### src/rtl/saradc_sample_fifo_if.sv
// -----------------------------------------------------------------------------
// saradc_sample_fifo_if
//   Wishbone classic slave bus as seen by saradc_sample_fifo. Signal names keep
//   the Caravel wbs_* naming so the wrapper can wire them straight through.
//
//   wbs_cyc_i, wbs_stb_i, wbs_we_i : cycle controls (master -> slave)
//   wbs_adr_i [31:0]               : byte address
//   wbs_dat_i [31:0]               : write data
//   wbs_sel_i [3:0]                : byte lanes
//   wbs_ack_o                      : acknowledge (slave -> master)
//   wbs_dat_o [31:0]               : read data (slave -> master)
// -----------------------------------------------------------------------------
interface saradc_sample_fifo_if;
  logic        wbs_cyc_i;
  logic        wbs_stb_i;
  logic        wbs_we_i;
  logic [31:0] wbs_adr_i;
  logic [31:0] wbs_dat_i;
  logic [3:0]  wbs_sel_i;
  logic        wbs_ack_o;
  logic [31:0] wbs_dat_o;

  modport master (
    output wbs_cyc_i, wbs_stb_i, wbs_we_i, wbs_adr_i, wbs_dat_i, wbs_sel_i,
    input  wbs_ack_o, wbs_dat_o
  );

  modport slave (
    input  wbs_cyc_i, wbs_stb_i, wbs_we_i, wbs_adr_i, wbs_dat_i, wbs_sel_i,
    output wbs_ack_o, wbs_dat_o
  );
endinterface

### src/rtl/saradc_sample_fifo.sv
// -----------------------------------------------------------------------------
// saradc_sample_fifo
//   Drives the SAR ADC en/cal controls, captures each conversion on the rising
//   edge of adc_valid, optionally averages 2^k results, and buffers them in a
//   FIFO readable over Wishbone. Raises irq on a count threshold or on loss.
//
//   wb_clk_i, wb_rst_i  : clock, synchronous active-high reset
//   adc_valid           : ADC conversion-done level
//   adc_result [9:0]    : ADC conversion code
//   adc_en, adc_cal     : ADC controls (CTRL.en / CTRL.cal)
//   wbs                 : Wishbone slave bus (saradc_sample_fifo_if.slave)
//   irq                 : registered level interrupt
//
//   Register map (offset from BASE_ADR):
//     0x0 CTRL   [0] en [1] cal [4:2] avg_log2 [8] clr (W1 pulse) [9] irq_en
//     0x4 STATUS [6:0] count [8] empty [9] full [10] ovf (W1C)
//     0x8 DATA   read pops; 32'h8000_0000 when empty
//     0xC THRESH [6:0] irq threshold, 0 = disabled
// -----------------------------------------------------------------------------
module saradc_sample_fifo #(
  parameter logic [31:0] BASE_ADR = 32'h3000_0000,
  parameter int          DEPTH    = 16
) (
  input  logic                 wb_clk_i,
  input  logic                 wb_rst_i,
  input  logic                 adc_valid,
  input  logic [9:0]           adc_result,
  output logic                 adc_en,
  output logic                 adc_cal,
  saradc_sample_fifo_if.slave  wbs,
  output logic                 irq
);

  localparam int AW = $clog2(DEPTH);
  localparam int PW = AW + 1;

  // Register state
  logic          en_q, en_d, cal_q, cal_d, irq_en_q, irq_en_d;
  logic [2:0]    k_q, k_d;
  logic [6:0]    thresh_q, thresh_d;
  logic          ovf_q, ovf_d;
  logic          prev_valid_q;
  logic [13:0]   acc_q, acc_d;
  logic [4:0]    n_q, n_d;
  logic          ack_q, ack_d;
  logic [31:0]   dat_q, dat_d;
  logic          irq_q, irq_d;
  logic [PW-1:0] wr_ptr_q, wr_ptr_d, rd_ptr_q, rd_ptr_d;
  logic [9:0]    mem_q [DEPTH];

  // Decode and status
  logic          hit, wr, rd;
  logic [1:0]    off;
  logic [PW-1:0] count;
  logic [6:0]    count7;
  logic          empty, full;
  logic [2:0]    k_wr;
  logic          ctrl_wr_lo, ctrl_wr_hi, clr, k_chg, en_off;
  logic          accept, avg_done, push_req, push, pop, drop;
  logic [13:0]   sum;
  logic [9:0]    push_data;
  logic [31:0]   rdata;

  // A held strobe gets no hit on the cycle after an ack, giving one ack per two cycles.
  assign hit = wbs.wbs_cyc_i & wbs.wbs_stb_i & ~ack_q &
               (wbs.wbs_adr_i[31:4] == BASE_ADR[31:4]);
  assign wr  = hit & wbs.wbs_we_i;
  assign rd  = hit & ~wbs.wbs_we_i;
  assign off = wbs.wbs_adr_i[3:2];

  assign count  = wr_ptr_q - rd_ptr_q;
  assign count7 = 7'(count);
  assign empty  = (count == '0);
  assign full   = (count == PW'(DEPTH));

  // Out-of-range averaging exponents saturate to 4 (16 samples).
  assign k_wr       = (wbs.wbs_dat_i[4:2] > 3'd4) ? 3'd4 : wbs.wbs_dat_i[4:2];
  assign ctrl_wr_lo = wr & (off == 2'd0) & wbs.wbs_sel_i[0];
  assign ctrl_wr_hi = wr & (off == 2'd0) & wbs.wbs_sel_i[1];
  assign clr        = ctrl_wr_hi & wbs.wbs_dat_i[8];
  assign k_chg      = ctrl_wr_lo & (k_wr != k_q);
  assign en_off     = ~en_q | (ctrl_wr_lo & ~wbs.wbs_dat_i[0]);

  assign accept    = adc_valid & ~prev_valid_q & en_q;
  assign sum       = acc_q + {4'b0, adc_result};
  assign avg_done  = ((n_q + 5'd1) == (5'd1 << k_q));
  assign push_data = 10'(sum >> k_q);
  assign push_req  = accept & avg_done;
  assign pop       = rd & (off == 2'd2) & ~empty;
  // A simultaneous pop frees a slot, so a push while full only drops without one.
  assign push      = push_req & ~clr & (~full | pop);
  assign drop      = push_req & ~clr & full & ~pop;

  always_comb begin
    rdata = '0;
    case (off)
      2'd0: rdata = {22'b0, irq_en_q, 1'b0, 3'b0, k_q, cal_q, en_q};
      2'd1: rdata = {21'b0, ovf_q, full, empty, 1'b0, count7};
      2'd2: rdata = empty ? 32'h8000_0000 : {22'b0, mem_q[rd_ptr_q[AW-1:0]]};
      default: rdata = {25'b0, thresh_q};
    endcase
  end

  // NOTE: every always_comb output gets a default first so no path leaves it
  // unassigned, which would otherwise infer a latch.
  always_comb begin
    en_d     = en_q;
    cal_d    = cal_q;
    k_d      = k_q;
    irq_en_d = irq_en_q;
    thresh_d = thresh_q;
    ovf_d    = ovf_q;
    acc_d    = acc_q;
    n_d      = n_q;
    wr_ptr_d = wr_ptr_q;
    rd_ptr_d = rd_ptr_q;
    ack_d    = hit;
    dat_d    = hit ? rdata : 32'h0;

    if (ctrl_wr_lo) begin
      en_d  = wbs.wbs_dat_i[0];
      cal_d = wbs.wbs_dat_i[1];
      k_d   = k_wr;
    end
    if (ctrl_wr_hi) irq_en_d = wbs.wbs_dat_i[9];
    if (wr && off == 2'd3 && wbs.wbs_sel_i[0]) thresh_d = wbs.wbs_dat_i[6:0];

    // A new loss event outranks a same-cycle write-1-to-clear.
    if (drop) ovf_d = 1'b1;
    else if (wr && off == 2'd1 && wbs.wbs_sel_i[1] && wbs.wbs_dat_i[10]) ovf_d = 1'b0;

    if (accept) begin
      if (avg_done) begin
        acc_d = '0;
        n_d   = '0;
      end else begin
        acc_d = sum;
        n_d   = n_q + 5'd1;
      end
    end
    if (clr || k_chg || en_off) begin
      acc_d = '0;
      n_d   = '0;
    end

    if (clr) begin
      wr_ptr_d = '0;
      rd_ptr_d = '0;
    end else begin
      if (push) wr_ptr_d = wr_ptr_q + PW'(1);
      if (pop)  rd_ptr_d = rd_ptr_q + PW'(1);
    end

    irq_d = irq_en_q & (((thresh_q != 7'd0) && (count7 >= thresh_q)) | ovf_q);
  end

  // NOTE: state registers use non-blocking assignments so every flop samples
  // pre-edge values regardless of statement order.
  always_ff @(posedge wb_clk_i) begin
    if (wb_rst_i) begin
      en_q         <= 1'b0;
      cal_q        <= 1'b0;
      k_q          <= '0;
      irq_en_q     <= 1'b0;
      thresh_q     <= '0;
      ovf_q        <= 1'b0;
      prev_valid_q <= 1'b0;
      acc_q        <= '0;
      n_q          <= '0;
      wr_ptr_q     <= '0;
      rd_ptr_q     <= '0;
      ack_q        <= 1'b0;
      dat_q        <= '0;
      irq_q        <= 1'b0;
    end else begin
      en_q         <= en_d;
      cal_q        <= cal_d;
      k_q          <= k_d;
      irq_en_q     <= irq_en_d;
      thresh_q     <= thresh_d;
      ovf_q        <= ovf_d;
      prev_valid_q <= adc_valid;
      acc_q        <= acc_d;
      n_q          <= n_d;
      wr_ptr_q     <= wr_ptr_d;
      rd_ptr_q     <= rd_ptr_d;
      ack_q        <= ack_d;
      dat_q        <= dat_d;
      irq_q        <= irq_d;
    end
  end

  // NOTE: the sample array has no reset; the pointers define which entries
  // are valid, so resetting storage would only add reset fan-out.
  always_ff @(posedge wb_clk_i) begin
    if (push) mem_q[wr_ptr_q[AW-1:0]] <= push_data;
  end

  assign adc_en        = en_q;
  assign adc_cal       = cal_q;
  assign irq           = irq_q;
  assign wbs.wbs_ack_o = ack_q;
  assign wbs.wbs_dat_o = dat_q;

endmodule
### src/flat_wrapper.sv
// flat-port wrapper written by rule: the top's interface ports become plain ports
module saradc_sample_fifo_flat 
#(
  parameter logic [31:0] BASE_ADR = 32'h3000_0000,
  parameter int          DEPTH    = 16
)
  (wb_clk_i, wb_rst_i, adc_valid, adc_result, adc_en, adc_cal, irq, wbs_wbs_cyc_i, wbs_wbs_stb_i, wbs_wbs_we_i, wbs_wbs_adr_i, wbs_wbs_dat_i, wbs_wbs_sel_i, wbs_wbs_ack_o, wbs_wbs_dat_o);
  saradc_sample_fifo_if wbs_i ();
  input  logic wb_clk_i;
  input  logic wb_rst_i;
  input  logic adc_valid;
  input  logic [9:0] adc_result;
  output logic adc_en;
  output logic adc_cal;
  output logic irq;
  input wire logic [$bits(wbs_i.wbs_cyc_i)-1:0] wbs_wbs_cyc_i;
  input wire logic [$bits(wbs_i.wbs_stb_i)-1:0] wbs_wbs_stb_i;
  input wire logic [$bits(wbs_i.wbs_we_i)-1:0] wbs_wbs_we_i;
  input wire logic [$bits(wbs_i.wbs_adr_i)-1:0] wbs_wbs_adr_i;
  input wire logic [$bits(wbs_i.wbs_dat_i)-1:0] wbs_wbs_dat_i;
  input wire logic [$bits(wbs_i.wbs_sel_i)-1:0] wbs_wbs_sel_i;
  output wire logic [$bits(wbs_i.wbs_ack_o)-1:0] wbs_wbs_ack_o;
  output wire logic [$bits(wbs_i.wbs_dat_o)-1:0] wbs_wbs_dat_o;
  assign wbs_i.wbs_cyc_i = wbs_wbs_cyc_i;
  assign wbs_i.wbs_stb_i = wbs_wbs_stb_i;
  assign wbs_i.wbs_we_i = wbs_wbs_we_i;
  assign wbs_i.wbs_adr_i = wbs_wbs_adr_i;
  assign wbs_i.wbs_dat_i = wbs_wbs_dat_i;
  assign wbs_i.wbs_sel_i = wbs_wbs_sel_i;
  assign wbs_wbs_ack_o = wbs_i.wbs_ack_o;
  assign wbs_wbs_dat_o = wbs_i.wbs_dat_o;
  saradc_sample_fifo #(.BASE_ADR(BASE_ADR), .DEPTH(DEPTH)) u_core (.wb_clk_i(wb_clk_i), .wb_rst_i(wb_rst_i), .adc_valid(adc_valid), .adc_result(adc_result), .adc_en(adc_en), .adc_cal(adc_cal), .wbs(wbs_i), .irq(irq));
endmodule
### config.mk
export PLATFORM = sky130hd
export DESIGN_NAME = saradc_sample_fifo_flat
export DESIGN_NICKNAME = d
export VERILOG_FILES = /design/src/rtl/saradc_sample_fifo_if.sv /design/src/rtl/saradc_sample_fifo.sv /design/src/flat_wrapper.sv
export SDC_FILE = /design/constraint.sdc
export NUM_CORES = 1
export LEC_CHECK = 0
export CAP_MARGIN = 20
export CORE_ASPECT_RATIO = 1.75
export CORE_MARGIN = 5
export CORE_UTILIZATION = 55
export DETAILED_ROUTE_END_ITERATION = 8
export PLACE_DENSITY = 0.78
export SLEW_MARGIN = 20
export SYNTH_ARGS = -nofsm -noshare
export SYNTH_HDL_FRONTEND = slang
export SYNTH_SLANG_ARGS = --single-unit
### constraint.sdc
create_clock -name wb_clk_i -period 7 [get_ports wb_clk_i]
set_input_delay 1.05 -clock wb_clk_i [delete_from_list [all_inputs] [get_ports wb_clk_i]]
set_output_delay 1.05 -clock wb_clk_i [all_outputs]
set_load 0.1 [all_outputs]
Word-level counts from Yosys, hierarchy flattened
Memory sizes are Yosys's and may differ from the RTL's. A register that Yosys moved wholly into a read port is not among the register bits.
Cells that the tools add are included.
{ "op_classes": {"n_bitwise": 34, "n_reduce_logical": 15, "shifts": 2, "n_eq_ne": 7, "muxes": 11, "add_sub_neg": 5, "n_lt_le_gt_ge": 2} }
{ "op_table": {"columns": ["op", "count"], "rows": [
  ["$pmux W32 S3", 1],
  ["$mux W32", 1],
  ["$eq A28 B26 Y1 const B", 1],
  ["$and A1 B1 Y1", 21],
  ["$add A5 B1 Y5 const B", 3],
  ["$add A14 B10 Y14", 1],
  ["$mux W14", 1],
  ["$shr A14 B3 Y10", 1],
  ["$not A1 Y1", 10],
  ["$mux W4", 2],
  ["$ge A5 B7 Y1", 1],
  ["$reduce_bool A7 Y1", 1],
  ["$logic_and A1 B1 Y1", 6],
  ["$reduce_or A2 Y1", 3],
  ["$eq A5 B5 Y1", 1],
  ["$eq A5 B5 Y1 const B", 1],
  ["$logic_not A5 Y1", 1],
  ["$mux W5", 1],
  ["$shl A1 B3 Y5 const A", 1],
  ["$sub A5 B5 Y5", 1],
  ["$eq A2 B2 Y1 const B", 2],
  ["$mux W1", 4],
  ["$gt A3 B3 Y1 const B", 1],
  ["$mux W3", 1],
  ["other kinds (6)", 9]
]} }
{ "word_totals": {"mem_count": 1, "wordCells": 91, "register_bits": 78, "ramBits": 160, "in_bits": 84, "output_inout_bits": 36} }
{ "memory_table": {"columns": ["memory", "depth", "word_bits", "rd", "rd_clocked_by_memory_dff", "write_ports", "line", "rtl"], "rows": [
  ["u_core.mem_q", 16, 10, 1, 1, 1, "saradc_sample_fifo.sv:49", "logic [9:0] mem_q [DEPTH];"]
]} }

Longest topological paths before layout
Gate-level depths: netlist of the first run.
{ "depth": {"word_depth": 12, "depth_mapped": 12, "depth_no_buf": 12} }

Worst setup path before layout of the first run
No wires, ideal clock.
{ "synth_timing": {"kind": "input-to-reg", "start": "input adc_result[6]", "end": "memory u_core.mem_q[0][9], data pin", "stages": 9, "setup_time_ns": 0.330, "setup_slack_ns": 2.923, "t_required_ns": 6.670, "t_arrival_ns": 3.747, "path_buffers": 1, "cell_sequence": "ha_1 clkbuf_1 and2_1 and3_1 a221oi_1 mux2i_1 a211o_1 mux2_2 o21ai_0"} }
{ "synth_via": {"elab_chain_len": 2} }
{ "synth_rtl": {"columns": ["item", "line", "rtl"], "rows": [
  ["start, declared", "flat_wrapper.sv:12", "input logic [9:0] adc_result;"],
  ["$add A14 B10 Y14", "saradc_sample_fifo.sv:85", "assign sum = acc_q + {4'b0, adc_result};"],
  ["$shr A14 B3 Y10", "saradc_sample_fifo.sv:87", "assign push_data = 10'(sum >> k_q);"],
  ["named net u_core.push_data[9]", "saradc_sample_fifo.sv:61", "logic [9:0] push_data;"],
  ["end, declared", "saradc_sample_fifo.sv:49", null]
]} }
The timed path passes the listed nets, and every way through them passes these cells.

Worst setup path after layout of the first run
{ "layout_timing": {"start": "input adc_result[7]", "end": "memory u_core.mem_q[11][5], data pin"} }
The elaborated chain is that of the path after synthesis.

==> flow_summary.toml, run 1 <==
[place]
dp_cells = 1064
placed_area_sq_um = 11400
portBuffers = 73
dpl_worst_slack_ns = 1.95
dp_hpwl_um = 16700
gp_congestion = 0.888

[timing]
setup_viol = 0
hold_viol = 0
tightest_slew_ns = 1.09
fin_setup_tns_ns = 0
fin_crit_sh_pct = 64.8
holdWs_ns = 0.457
finalMaxSlewViolations = 0
rsz0062_at_grt = "false"
slew-limit-headroom_pct = 27.1
fmax_mhz = 221
skew_ns = 0.0155
worst_slack_ns = 2.47
period_minus_slack_ns = 4.53

[die]
io_pins = 120
start_util_pct = 55.4
die_h_um = 193
die_area_sq_um = 22100
die_x_um = 114
num_rows = 67
fp.coreArea_sq_um = 18900

[yosys]
async_reset_ff_share_pct = 0
ys_types = 65
ys_seq_area_share_pct = 57.6
synth_area_leaders = "edfxtp_1, mux4_2, dfxtp_1, ha_1, mux2i_1"
ys_ff_latch = 222
ys_warn_count = 0
synth_most_common_cell = "edfxtp_1"
synthesis.area_sq_um = 10500
synth_top_area_cell = "edfxtp_1"
netlist_top_cells_count = "edfxtp_1, dfxtp_1, mux4_2"
syn_inst = 780
synthFlopType = "edfxtp_1"
synth_edf_count = 160
synth_top_area_share_pct = 45.7
synth.avg_cell_area_sq_um = 13.5

[power_and_ir_drop]
p_sw_mw = 0.554
power_frac_seq_pct = 54.5
power_leakage_nw = 4.05
p_clk_share_pct = 40.2
power_mw = 2.58
sw_frac_of_total_pct = 21.5
cellInternalPower_mw = 2.03
p_per_area_nw_per_um2 = 215
combPwrFrac_pct = 5.3
irDropWorstVdd_v = 0.000172

[critical_path]
endpoint = "u_core.mem_q[11][5]$_DFFE_PP_"
end_kind = "flip-flop"
crit_fanout = 16
crit_path_top_delay_cell = "a21oi_1"
timing.rr.end = "u_core.mem_q[3][0]$_DFFE_PP_"
required_ns = 7.13
timing.rr.start = "u_core.k_q[1]$_SDFFE_PP0P_"
path_class = "input pin to flip-flop"
crit_top_cell = "a21oi_1"
worstPathArrival_ns = 4.66
path_depth = 9
worstSetupStartpointType = "input pin"
cp-startpoint = "adc_result[7]"
worst-path-buf-inv = 1
critPathMaxStageDelay_ns = 0.86
rr_worst_depth = 7
cpLargestDelayFamily = "compound AO/OA/AOI/OAI gates"
cp_cell_sequence = "clkdlybuf4s50_1 > ha_1 > a21oi_1 > o211ai_1 > a221oi_1 > mux2i_1 > a211o_1 > mux2_2 > a21oi_1"
worst-r2r-setup-slack_ns = 2.59

[cts]
path_clk_slew_ns = 0.07
cts_root_buffer = "clkbuf_16"
hold_buffers = 0
cts_made_buffers = 19
h-tree-depth = 1
cts.sinks = 222
cts_tree = "done"
post-cts-setup-buffers = 0
cts_resized = 0
insertion_delay_ns = 0.48
cts_max_path_buffers = 3

[grt]
grt_pass1_wl_um = 36400
grt_max_degree = 41
antenna_found_initial = 0
grt_overflow = 0
grt_usage_pct = 21.8
grt_pass1_vias = 6549

[detailed_routing]
avgViaCountPerCell = 6.16
routedWlPerCell_um = 22.3
ant_nets = 0
drt-total-wl_um = 24500
drt_pre_antenna_iters = 5
drt_iter0_drc = 599
vias = 6754
drc_errors = 0

[cells_and_area]
stdcell_count = 1096
drive_above_1_share_pct = 12.9
multi_input_area_sq_um = 4170
filler_cell_count = 1361
fin_nets = 955
design_area_sq_um = 12000
diodes = 0
post-route-util_pct = 63.2
syn_to_final_growth_pct = 14.1
regArea_sq_um = 6050

[run]
cap_violations = 0

[outcome]
status = "complete, no violations"

[hold_path]
hold_path_class = "flip-flop to flip-flop"
## flip-flops by register name (all words and copies together), names as in the netlist, named ones only
name and cells:
u_core.adc_cal 1, u_core.mem_q 160, u_core.k_q 3, u_core.wr_ptr_q 5, u_core.wbs.wbs_dat_o 12, u_core.ovf_q 1
u_core.acc_q 14, u_core.adc_en 1, u_core.wbs.wbs_ack_o 1, u_core.irq 1, u_core.prev_valid_q 1, u_core.thresh_q 7
u_core.irq_en_q 1, u_core.rd_ptr_q 5, u_core.n_q 5
## tightest hold or removal path, cell delays in order (launching register included)
cell	delay (ns)
dfxtp_1	0.31
nand2_1	0.05
a21oi_1	0.05
## logic make-up (layout without fill, tap and decap cells)
logic type	count (synthesis)	in the layout	share of synthesized area [%]
buf+inv	82	138	3.72
simple gates	237	237	11.9
xor+xnor	21	21	1.75
mux	86	86	15.3
flops	222	222	57.6
compound gates	104	104	6.43
fa+ha+maj	27	27	3.36
other cells	1	20	0.0357
## power groups by stage
stage	Sequential, mW	Combinational, mW	Clock (mW)
6_report	1.41	0.137	1.04
5_1_grt	1.41	0.144	1.11
4_1_cts	1.41	0.136	1.05
3_5_place_dp	1.44	0.135	0
3_3_place_gp	1.44	0.134	0
2_1_floorplan	1.44	0.0920	0
## per-layer routing
| metal | vias up | part of all wire (%) | GRT usage, % |
|---|---|---|---|
| met4 | 0 | 3.8 | 9.24 |
| met3 | 56 | 5.8 | 3.17 |
| met5 | - | 0 | 0 |
| li1 | 3073 | - | - |
| met1 | 3363 | 36 | 24.1 |
| met2 | 262 | 54 | 41.0 |
## worst min path at each step
stage	start	end	slack, ns	cells after the start
floorplan	u_core.ovf_q$_SDFFE_PP0P_	u_core.ovf_q$_SDFFE_PP0P_	0.43	2
global placement	u_core.acc_q[7]$_SDFFE_PP0P_	u_core.acc_q[7]$_SDFFE_PP0P_	0.44	2
detailed placement	u_core.acc_q[2]$_SDFFE_PP0P_	u_core.acc_q[2]$_SDFFE_PP0P_	0.45	2
CTS	u_core.acc_q[2]$_SDFFE_PP0P_	u_core.acc_q[2]$_SDFFE_PP0P_	0.46	2
global route	u_core.acc_q[6]$_SDFFE_PP0P_	u_core.acc_q[6]$_SDFFE_PP0P_	0.48	2
finish	u_core.acc_q[7]$_SDFFE_PP0P_	u_core.acc_q[7]$_SDFFE_PP0P_	0.46	2
## area by class of cell
| type | count | share of cell area, % |
|---|---|---|
| Sequential cell | 222 | 50.5 |
| Multi-Input combinational cell | 495 | 34.8 |
| Timing Repair Buffer | 77 | 6.35 |
| Clock buffer | 21 | 4.03 |
| Tap cell | 241 | 2.52 |
| Clock inverter | 11 | 0.971 |
| Inverter | 29 | 0.908 |
## cell usage in the layout, fill, tap and decap left out, types with 15 or more instances in the layout
cell type / instances
nand2_1: 56
xnor2_1: 15
conb_1: 20
clkbuf_16: 19
ha_1: 25
mux4_2: 59
inv_1: 27
nor2_1: 57
dfxtp_1: 61
clkdlybuf4s50_1: 73
nand3_1: 20
and3_1: 21
mux2i_1: 22
a21oi_1: 35
edfxtp_1: 160
Power figures use the tool's default switching activity.
==> run 2: changes to the inputs <==
clock period = 4.7 ns   (was 7 ns; I/O delays follow)
==> run 2 against run 1 <==
Net effect:
- clock skew grew 0.0074 ns
- utilization rose by 0.99 points
- critical path depth is 3 higher
- sequential share of layout area fell by 0.78 points
- global-route usage fell by 0.50 points
- first-iteration DRC count shrank 23%
- non-clock buffer count up 28
- cell area increased by 1.6%
- clock-buffer cell count shrank 1
- wire length down 3.5%
- via count shrank 0.96%
- critical path type unchanged
- highest routed layer unchanged
==> flow_summary.toml, run 2 (synthesis results as in run 1) <==
[outcome]
status = "complete, no violations"

[timing]
tightest_slew_ns = 1.03
fin_setup_tns_ns = 0
worst_slack_ns = 0.772
rsz0062_at_grt = "false"
setup_viol = 0
hold_viol = 0
skew_ns = 0.0229
fmax_mhz = 255
fin_crit_sh_pct = 83.6
finalMaxSlewViolations = 0
slew-limit-headroom_pct = 31.2
period_minus_slack_ns = 3.93

[cts]
cts_tree = "done"
h-tree-depth = 1
cts_made_buffers = 19
insertion_delay_ns = 0.50
post-cts-setup-buffers = 0
cts_max_path_buffers = 3
path_clk_slew_ns = 0.07
cts_root_buffer = "clkbuf_16"
cts.sinks = 222
hold_buffers = 0
cts_resized = 0

[die]
die_h_um = 193
start_util_pct = 55.4
die_area_sq_um = 22100
io_pins = 120
die_x_um = 114
fp.coreArea_sq_um = 18900
num_rows = 67

[power_and_ir_drop]
power_leakage_nw = 4.20
power_mw = 3.80
p_per_area_nw_per_um2 = 312
irDropWorstVdd_v = 0.000240

[grt]
antenna_found_initial = 0
grt_pass1_vias = 6736
grt_usage_pct = 21.3
grt_pass1_wl_um = 36300
grt_max_degree = 27
grt_overflow = 0

[critical_path]
path_class = "input pin to flip-flop"
critPathMaxStageDelay_ns = 0.77
end_kind = "flip-flop"
worst-path-buf-inv = 3
cp_cell_sequence = "clkdlybuf4s50_1 > ha_1 > inv_1 > fa_1 > nand2b_1 > a21oi_1 > a221oi_1 > buf_4 > mux2i_1 > a211o_1 > mux2_2 > a21oi_1"
crit_fanout = 16
cpLargestDelayFamily = "compound AO/OA/AOI/OAI gates"
crit_path_top_delay_cell = "a21oi_1"
worstSetupStartpointType = "input pin"
required_ns = 4.87
worstPathArrival_ns = 4.09
crit_top_cell = "a21oi_1"

[detailed_routing]
avgViaCountPerCell = 5.94
drt_iter0_drc = 461
routedWlPerCell_um = 21.0
drt_pre_antenna_iters = 5
drt-total-wl_um = 23600
ant_nets = 0
vias = 6689
drc_errors = 0

[place]
dpl_worst_slack_ns = 0.257
gp_congestion = 0.889
dp_hpwl_um = 17300
dp_cells = 1092
placed_area_sq_um = 11600
portBuffers = 73

[cells_and_area]
drive_above_1_share_pct = 15.5
multi_input_area_sq_um = 4150
stdcell_count = 1126
syn_to_final_growth_pct = 15.9
layout_common_cells = "edfxtp_1, clkdlybuf4s50_1, dfxtp_1"
design_area_sq_um = 12200
largest_reg_flops = 160
filler_cell_count = 1406
diodes = 0
regArea_sq_um = 6050
final_common_cell = "edfxtp_1"
fin_nets = 983

[run]
cap_violations = 0

[hold_path]
hold_path_class = "flip-flop to flip-flop"
run 2: cell count changes in the layout (fill, tap and decap cells not counted), sizes merged:
cell    change
buf        +28
bufinv      -1
clkinv      +5
inv         -1
clkbuf      -1
run 2: metrics by stage:
stage | util, % | hold slack [ns]
after detailed placement | 61.1 | 0.448
after floorplan | - | 0.434
after global routing | 64.2 | 0.483
final | 64.2 | 0.456
after global placement | 61.1 | 0.443
after CTS | 64.2 | 0.458
run 2: worst paths after layout:
kind	startpoint	slack (ns)	cells after the start	to
worst max-delay path	adc_result[0]	0.77	12	u_core.mem_q[11][5]$_DFFE_PP_
worst min-delay path	u_core.acc_q[8]$_SDFFE_PP0P_	0.46	2	u_core.acc_q[8]$_SDFFE_PP0P_
worst max register to register	u_core.wr_ptr_q[0]$_SDFFE_PP0P_	1.04	13	u_core.mem_q[3][7]$_DFFE_PP_
worst min register to register	u_core.acc_q[8]$_SDFFE_PP0P_	0.46	2	u_core.acc_q[8]$_SDFFE_PP0P_
run 2: cell type report:
class | count | share of cell area (%)
Clock buffer | 20 | 3.94
Clock inverter | 14 | 0.905
Inverter | 29 | 0.894
Multi-Input combinational cell | 495 | 34.1
Sequential cell | 222 | 49.7
Tap cell | 241 | 2.48
Timing Repair Buffer | 105 | 7.98
run 2: power by group:
part / internal, mW / switching [mW] / total (mW)
Clock: 0.806 / 0.694 / 1.50
Combinational: 0.0682 / 0.139 / 0.208
Sequential: 2.09 / 0.000179 / 2.09
Total: 2.97 / 0.833 / 3.80
run 2: worst register-to-register path, delay by kind of cell, from the launching register on:
family,cells,cell delay [ns]
compound gates,2,0.78
buf+inv,4,0.58
fa+ha+maj,2,0.69
simple gates,5,0.94
flops,1,0.40
run 2: routing by layer:
metal	vias to the layer above	part of all wire, %	track usage, %
li1	3131	-	-
met1	3302	35	22.6
met2	209	56	42.0
met3	47	5.2	2.92
met4	0	3.2	7.45
met5	-	0	0
==> run 3: changes to the inputs <==
clock period = 3.9 ns   (was 4.7 ns; I/O delays follow)
==> run 3 against run 2 <==
Net effect:
- global-route usage increased by 2.6 points
- via count grew 5.4%
- critical path depth fell by 2
- power up 23%
==> flow_summary.toml, run 3 (synthesis results as in run 1) <==
[outcome]
status = "complete, no violations"

[cells_and_area]
layout_common_cells = "edfxtp_1, clkdlybuf4s50_1, dfxtp_1"
drive_above_1_share_pct = 18.3
stdcell_count = 1155
design_area_sq_um = 12600
final_common_cell = "edfxtp_1"
fin_nets = 1013
post-route-util_pct = 66.6
largest_reg_flops = 160
diodes = 0
syn_to_final_growth_pct = 20.0

[timing]
skew_ns = 0.0273
rsz0062_at_grt = "false"
tightest_slew_ns = 0.993
slew-limit-headroom_pct = 33.6
period_minus_slack_ns = 3.48
worst_slack_ns = 0.418
setup_viol = 0
hold_viol = 0
fin_crit_sh_pct = 89.3
finalMaxSlewViolations = 0
fmax_mhz = 287

[critical_path]
path_class = "input pin to flip-flop"
end_kind = "flip-flop"
cp_cell_sequence = "clkdlybuf4s50_1 > ha_1 > a21oi_1 > buf_4 > or4b_2 > o21ai_0 > nor2_1 > mux4_2 > nand2_1 > nand2_1"
endpoint = "u_core.mem_q[8][2]$_DFFE_PP_"
rr_worst_depth = 13
timing.rr.end = "u_core.mem_q[4][0]$_DFFE_PP_"
cpLargestDelayFamily = "simple AND/OR/NAND/NOR gates"
cp-startpoint = "adc_result[7]"
worst-path-buf-inv = 2
crit_path_top_delay_cell = "or4b_2"
worst-r2r-setup-slack_ns = 0.60
crit_fanout = 16
path_depth = 10
critPathMaxStageDelay_ns = 0.56
required_ns = 4.00
worstSetupStartpointType = "input pin"
timing.rr.start = "u_core.wr_ptr_q[0]$_SDFFE_PP0P_"
worstPathArrival_ns = 3.58
crit_top_cell = "nand2_1"

[grt]
grt_overflow = 0
antenna_found_initial = 0
grt_usage_pct = 23.9
grt_max_degree = 25
grt_pass1_vias = 7079
grt_pass1_wl_um = 39700

[hold_path]
hold_path_class = "flip-flop to flip-flop"

[place]
dp_cells = 1122
dp_hpwl_um = 18000
portBuffers = 73
dpl_worst_slack_ns = -0.341
placed_area_sq_um = 12000
gp_congestion = 0.914

[cts]
post-cts-setup-buffers = 0
hold_buffers = 0
cts_tree = "done"
path_clk_slew_ns = 0.07
cts.sinks = 222
insertion_delay_ns = 0.52
cts_resized = 0
cts_root_buffer = "clkbuf_16"
cts_max_path_buffers = 3
h-tree-depth = 1
cts_made_buffers = 19

[detailed_routing]
drc_errors = 0
ant_nets = 0
drt_pre_antenna_iters = 5
avgViaCountPerCell = 6.10
drt-total-wl_um = 26300
vias = 7051
routedWlPerCell_um = 22.8
drt_iter0_drc = 542

[die]
num_rows = 67
io_pins = 120
fp.coreArea_sq_um = 18900
die_x_um = 114
die_area_sq_um = 22100
die_h_um = 193
start_util_pct = 55.4

[run]
cap_violations = 0

[power_and_ir_drop]
p_per_area_nw_per_um2 = 372
power_frac_seq_pct = 53.8
power_leakage_nw = 4.39
p_sw_mw = 1.04
combPwrFrac_pct = 5.5
sw_frac_of_total_pct = 22.1
cellInternalPower_mw = 3.65
p_clk_share_pct = 40.6
irDropWorstVdd_v = 0.000333
-- run 3: area by class of cell --
class / count / area [sq um]
sequential: 222 / 6050
timing repair buffer: 135 / 1400
clock inverter: 12 / 130
inverter: 29 / 109
fill: 1347 / 6330
tap: 241 / 302
clock buffer: 21 / 483
multi-input combinational: 495 / 4140
-- run 3: how the worst min path moves through the flow --
stage	startpoint	to	slack, ns	cells past startpoint
6_report	u_core.acc_q[0]$_SDFFE_PP0P_	u_core.acc_q[0]$_SDFFE_PP0P_	0.46	2
3_5_place_dp	u_core.acc_q[0]$_SDFFE_PP0P_	u_core.acc_q[0]$_SDFFE_PP0P_	0.45	2
2_1_floorplan	u_core.ovf_q$_SDFFE_PP0P_	u_core.ovf_q$_SDFFE_PP0P_	0.43	2
5_1_grt	u_core.acc_q[6]$_SDFFE_PP0P_	u_core.acc_q[6]$_SDFFE_PP0P_	0.49	2
4_1_cts	u_core.acc_q[0]$_SDFFE_PP0P_	u_core.acc_q[0]$_SDFFE_PP0P_	0.46	2
3_3_place_gp	u_core.acc_q[9]$_SDFFE_PP0P_	u_core.acc_q[9]$_SDFFE_PP0P_	0.44	2
-- run 3: worst register-to-register path, stage by stage (launching register included) --
cell and delay [ns]:
dfxtp_1 0.42, inv_1 0.13, ha_1 0.21, inv_1 0.07, fa_1 0.47, nor3b_1 0.28
nand4b_1 0.15, a22oi_1 0.32, nor4_4 0.10, nor3_4 0.28, nor2_2 0.05, buf_4 0.18
and3_1 0.24, buf_12 0.17
-- run 3: routing by layer --
| metal | wire length [um] | vias to the layer above | share of wire (%) | global-route usage, % |
|---|---|---|---|---|
| li1 | - | 3193 | - | - |
| met1 | 8950 | 3492 | 34 | 25.5 |
| met2 | 14600 | 304 | 56 | 45.8 |
| met3 | 1650 | 62 | 6.3 | 3.61 |
| met4 | 1050 | 0 | 4.0 | 10.1 |
| met5 | 0 | - | 0 | 0 |
-- run 3: power groups by stage --
stage	registers (mW)	clock network, mW	logic (mW)
floorplan	2.58	0	0.165
global placement	2.58	0	0.251
detailed placement	2.58	0	0.255
CTS	2.52	1.94	0.257
global route	2.52	2.04	0.273
finish	2.52	1.91	0.259
-- run 3: metrics by stage --
step	power, mW	TNS, ns	hold slack [ns]
finish	4.69	0	0.458
global route	4.83	0	0.489
CTS	4.72	0	0.459
detailed placement	2.83	-5.45	0.449
global placement	2.83	-3.18	0.443
floorplan	2.74	0	0.434
